### src/rtl/cmp_pkg.sv
// Shared types for the comparator scheduler: FSM state encoding and the
// registered comparison result.
package cmp_pkg;

   // Widest requester index supported (N_REQ up to 8).
   localparam int ID_W_MAX = 3;

   typedef enum logic [1:0] {
      IDLE = 2'd0,
      CMP  = 2'd1,
      RSP  = 2'd2
   } state_t;

   typedef struct packed {
      logic [ID_W_MAX-1:0] id;
      logic                greater;
      logic                equal;
      logic                less;
   } cmp_res_t;

endpackage

### src/rtl/cmp_sched_comparator.sv
// Combinational unsigned magnitude comparator shared by all requesters;
// exactly one of the three outputs is high for any operand pair.
module cmp_sched_comparator #(
   parameter int DATA_W = 8
) (
   input  logic [DATA_W-1:0] a,
   input  logic [DATA_W-1:0] b,
   output logic              a_greater,
   output logic              a_equal,
   output logic              a_less
);

   assign a_greater = (a > b);
   assign a_equal   = (a == b);
   assign a_less    = (a < b);

endmodule

### src/rtl/cmp_sched.sv
// Round-robin scheduler sharing one comparator among N_REQ requesters.
// Optional response counter enabled with CMP_SCHED_STATS_EN.
module cmp_sched
   import cmp_pkg::*;
#(
   parameter int N_REQ  = 4,
   parameter int DATA_W = 8
) (
   input  logic                           clk,
   input  logic                           rst,
   input  logic [N_REQ-1:0]               req_valid,
   input  logic [N_REQ-1:0][DATA_W-1:0]   req_a,
   input  logic [N_REQ-1:0][DATA_W-1:0]   req_b,
   output logic [N_REQ-1:0]               req_ready,
   output logic                           rsp_valid,
   input  logic                           rsp_ready,
   output logic [$clog2(N_REQ)-1:0]       rsp_id,
   output logic                           rsp_greater,
   output logic                           rsp_equal,
   output logic                           rsp_less,
   output logic                           busy
`ifdef CMP_SCHED_STATS_EN
   ,
   output logic [15:0]                    stat_count
`endif
);

   localparam int             IDX_W    = $clog2(N_REQ);
   localparam logic [IDX_W:0] N_REQ_W  = (IDX_W+1)'(N_REQ);
   localparam logic [IDX_W-1:0] LAST_IDX = IDX_W'(N_REQ-1);

   state_t            state_r;
   state_t            state_nxt_s;
   logic [IDX_W-1:0]  rr_ptr_r;
   logic [IDX_W-1:0]  ptr_nxt_s;
   logic [IDX_W-1:0]  id_r;
   logic [IDX_W-1:0]  grant_idx_s;
   logic              grant_found_s;
   logic [IDX_W:0]    cand_s;
   logic [DATA_W-1:0] a_r;
   logic [DATA_W-1:0] b_r;
   logic              gt_s;
   logic              eq_s;
   logic              lt_s;
   cmp_res_t          res_r;
   logic              unused_id_s;

   cmp_sched_comparator #(
      .DATA_W (DATA_W)
   ) u_cmp (
      .a         (a_r),
      .b         (b_r),
      .a_greater (gt_s),
      .a_equal   (eq_s),
      .a_less    (lt_s)
   );

   // Round-robin search: first valid requester at or after rr_ptr, modulo N_REQ.
   always_comb begin
      grant_found_s = 1'b0;
      grant_idx_s   = '0;
      cand_s        = '0;
      for (int k = 0; k < N_REQ; k++) begin
         cand_s = {1'b0, rr_ptr_r} + (IDX_W+1)'(k);
         if (cand_s >= N_REQ_W) begin
            cand_s = cand_s - N_REQ_W;
         end else begin
            cand_s = cand_s;
         end
         if (!grant_found_s && req_valid[cand_s[IDX_W-1:0]]) begin
            grant_found_s = 1'b1;
            grant_idx_s   = cand_s[IDX_W-1:0];
         end else begin
            grant_found_s = grant_found_s;
            grant_idx_s   = grant_idx_s;
         end
      end
   end

   assign ptr_nxt_s = (grant_idx_s == LAST_IDX) ? '0 : (grant_idx_s + IDX_W'(1));

   // Next-state logic; the grant strobe is only ever raised in IDLE.
   always_comb begin
      state_nxt_s = state_r;
      req_ready   = '0;
      case (state_r)
         IDLE: begin
            if (grant_found_s) begin
               state_nxt_s            = CMP;
               req_ready[grant_idx_s] = 1'b1;
            end else begin
               state_nxt_s = IDLE;
            end
         end
         CMP: begin
            state_nxt_s = RSP;
         end
         RSP: begin
            if (rsp_ready) begin
               state_nxt_s = IDLE;
            end else begin
               state_nxt_s = RSP;
            end
         end
         default: begin
            state_nxt_s = IDLE;
         end
      endcase
   end

   // State, operand capture and result registers; rst discards any in-flight work.
   always_ff @(posedge clk) begin
      if (rst) begin
         state_r  <= IDLE;
         rr_ptr_r <= '0;
         id_r     <= '0;
         a_r      <= '0;
         b_r      <= '0;
         res_r    <= '0;
      end else begin
         state_r <= state_nxt_s;
         if ((state_r == IDLE) && grant_found_s) begin
            id_r     <= grant_idx_s;
            a_r      <= req_a[grant_idx_s];
            b_r      <= req_b[grant_idx_s];
            rr_ptr_r <= ptr_nxt_s;
         end
         if (state_r == CMP) begin
            res_r.id      <= ID_W_MAX'(id_r);
            res_r.greater <= gt_s;
            res_r.equal   <= eq_s;
            res_r.less    <= lt_s;
         end
      end
   end

   assign rsp_valid   = (state_r == RSP);
   assign busy        = (state_r != IDLE);
   assign rsp_id      = res_r.id[IDX_W-1:0];
   assign rsp_greater = res_r.greater;
   assign rsp_equal   = res_r.equal;
   assign rsp_less    = res_r.less;
   assign unused_id_s = ^res_r.id;

`ifdef CMP_SCHED_STATS_EN
   logic [15:0] stat_count_r;

   // Completed-response counter, wraps naturally at 16 bits.
   always_ff @(posedge clk) begin
      if (rst) begin
         stat_count_r <= 16'd0;
      end else if (rsp_valid && rsp_ready) begin
         stat_count_r <= stat_count_r + 16'd1;
      end else begin
         stat_count_r <= stat_count_r;
      end
   end

   assign stat_count = stat_count_r;
`else
   // No statistics counter in this build.
`endif

endmodule
### config.mk
export PLATFORM = sky130hd
export DESIGN_NAME = cmp_sched
export DESIGN_NICKNAME = d
export VERILOG_FILES = /design/src/rtl/cmp_pkg.sv /design/src/rtl/cmp_sched_comparator.sv /design/src/rtl/cmp_sched.sv
export SDC_FILE = /design/constraint.sdc
export NUM_CORES = 1
export LEC_CHECK = 0
export CORE_MARGIN = 3
export CORE_UTILIZATION = 40
export DETAILED_ROUTE_END_ITERATION = 10
export GPL_TIMING_DRIVEN = 0
export PLACE_DENSITY = 0.85
export SLEW_MARGIN = 5
export SYNTH_ARGS = -nofsm -noshare
export SYNTH_HDL_FRONTEND = slang
export SYNTH_SLANG_ARGS = --single-unit
### constraint.sdc
create_clock -name clk -period 2.2 [get_ports clk]
set_input_delay 0.22 -clock clk [delete_from_list [all_inputs] [get_ports clk]]
set_output_delay 0.22 -clock clk [all_outputs]
set_load 0.005 [all_outputs]
==> out/qor.txt <==
Crit-path max FO: 10
TritonCTS clock tree: done
Register-to-register setup slack: 0.26 ns
Multi-input logic area: 1140 um2
Hold WS: 0.457 ns
Critical Path RT: 1.98 ns
Cell taking the most area after synthesis: dfxtp_1
Post-Place Cell Area: 2680 um2
Die X: 73.2 um
Global-route wire length before repair: 8280 um
Synth top area share: 29.9%
CP arrival: 1.87 ns
Clk buf depth: 2
Inst Count DP: 350
Vias/cell: 5.35
Critical Path Stages: 7
Top FF cell, synth: dfxtp_1
Final Net Count: 389
Storage element area: 546 um2
H-tree depth: 1
Distinct cells, synth: 37
Setup crit end kind: output pin
Worst slack, placed: -0.494 ns
# DRC: 0
CP top delay family: buffers and inverters
Worst reg2reg path depth: 8
Placer Congestion: 0.827
Max stage delay on crit path: 0.37 ns
Fmax: 0.478 GHz
Post-Syn Nets: 299
IO buf count: 81
Clk slew on worst S/H paths: 0.09 ns
GR Overflow Total: 0
Synth Instances: 219
Worst setup path endpoint: req_ready[0]
Startpoint types: register
Final min period: 2.09 ns
Area grow syn2layout: 53.1%
Ranking of synthesized cells by area: dfxtp_1 (30%), mux2i_1 (11%), a21boi_0 (7.1%)
Remaining antenna violation count after routing: 0
Number of synthesized flops with an enable pin: 0
DRT iter0 DRCs: 72
CP bufs+invs: 4
Overall Power: 1.70 mW
RR Startpoint: rr_ptr_r[0]
Static leakage: 1.12 nW
Detailed-route wire length per cell: 14.3 um
Async SR Flop Fraction: 0%
Synthesis warning total: 0
Total CTS buffers: 3
Die extent in y: 73.2 um
Setup-failing EPs final: 0
Non-Filler Instances: 358
Initial antenna violation count: 0
Pin count of the biggest net entering global routing: 17
Placeable Area: 4170 um2
Root Buffer: clkbuf_8
Via count: 1914
Worst Tran Pin Value: 0.560 ns
Worst R2R End: a_r[7]
Worst-path cell chain: inv_1 > a221o_1 > and2_4 > buf_6 > buf_12 > nor3_1 > dlygate4sd2_1
Filler cell count: 343
Clk_lat worst skew: 0.28 ns
CTS sink cnt: 27
Worst VDD drop: 0.252 mV
Register area share after synthesis: 29.9%
Diode count: 0
Critical Path Source: rr_ptr_r[0]
#FFs+latches synth: 27
Top post-synthesis cells by count: dfxtp_1 (27), nand2_1 (25), mux2i_1 (19)
Final setup TNS: 0 ns
Status: finished clean
Max-Slew Margin vs Limit: 62.3%
DP Wirelength: 4110 um
Netlist area before placement: 1810 um2
Critical setup path kind: register to output pin
Vias in the first global route: 1868
CP max-delay cell: dfxtp_4
Final hold viol count: 0
Final WL: 5110 um
TritonRoute pass-1 iters: 4
Skew final: 0.00680 ns
Most frequent cell after synthesis: dfxtp_1
Final worst slack: 0.108 ns
Hold-fix buffers, CTS: 0
Hold crit path type: register to register
Max-cap violations: 0
Hold depth: 2
Final core occ: 66.3%
Io pins: 82
Layout cells sized above 1: 7.79%
Initial Utilization: 43.3%
Power Dens Cells: 615 nW/um2
Period utilization: 95.1%
Average size of a mapped cell: 8.25 um2
Die footprint: 5360 um2
Post-Layout Inst Area: 2770 um2
RSZ-0062 raised after global routing: false
Fin. max-slew vios: 0
Row cnt: 23
Overall Global Routing Usage: 19.5%
[sequential cells by signal, summed over array words and instances, names as in the netlist]
signal and count:
b_r 8, rsp_equal 1, rsp_greater 1, a_r 8, id_r 2, rr_ptr_r 2, rsp_id 2, state_r 2
rsp_less 1
[layer usage]
layer / GRT usage (%) / part of all wire [%] / wire, um
met4: 6.97 / 2.1 / 105
met1: 24.3 / 42 / 2150
met2: 33.6 / 49 / 2500
met3: 3.03 / 7.0 / 360
met5: 0 / 0 / 0
[how the worst min path moves through the flow]
stage               startpoint    endpoint
floorplan                  rst  state_r[0]
global placement       id_r[0]     id_r[0]
detailed placement     id_r[0]     id_r[0]
CTS                    id_r[0]     id_r[0]
global route           id_r[0]     id_r[0]
finish                 id_r[0]     id_r[0]
[area by class of cell]
cell class	instances	share of cell area [%]
tap	50	2.26
multi-input combinational	166	41.1
sequential	27	19.7
clock buffer	3	1.49
buffer	15	3.75
clock inverter	1	0.271
timing repair buffer	85	29.9
inverter	11	1.49
[power breakdown]
| part | internal [mW] | switching [mW] | leakage (nW) | total [mW] |
|---|---|---|---|---|
| registers | 0.575 | 0.0514 | 0.223 | 0.626 |
| logic | 0.431 | 0.356 | 0.878 | 0.787 |
| clock network | 0.129 | 0.160 | 0.0217 | 0.288 |
[worst register-to-register path: stages, from the launching register on]
cell and delay, ns:
dfxtp_4 0.37, inv_1 0.04, a221o_1 0.33, buf_4 0.14, buf_4 0.14, clkbuf_1 0.17
and3_1 0.20, o21ai_0 0.29, o211ai_1 0.14
[logic make-up (layout without fill, tap and decap cells)]
family	Yosys count	after routing	synth area share, %
adder cells (fa/ha/maj)	9	9	6.23
buffers and inverters	26	115	7.55
multiplexers	19	19	10.5
flip-flops	27	27	29.9
AO/OA/AOI/OAI	68	68	25.3
AND/OR/NAND/NOR	70	70	20.4
[layout by cell type (no fill, tap or decap), types with 7 or more instances in the layout]
master           count
a21boi_0            17
a21oi_1              9
and3_1              16
buf_4                7
clkbuf_1             8
clkdlybuf4s50_1     74
dfxtp_1             25
ha_1                 8
inv_1               11
mux2i_1             19
nand2_1             25
nor2_1               8
o211ai_1            17
o21ai_0             16
[repair_timing]
item,in CTS,in global routing
setup buffers,3,1
gates cloned,0,0
resized for setup,14,2
endpoints found under the setup margin,4,1
pin swaps,2,1
No activity file was read; power rests on OpenSTA's default activity.
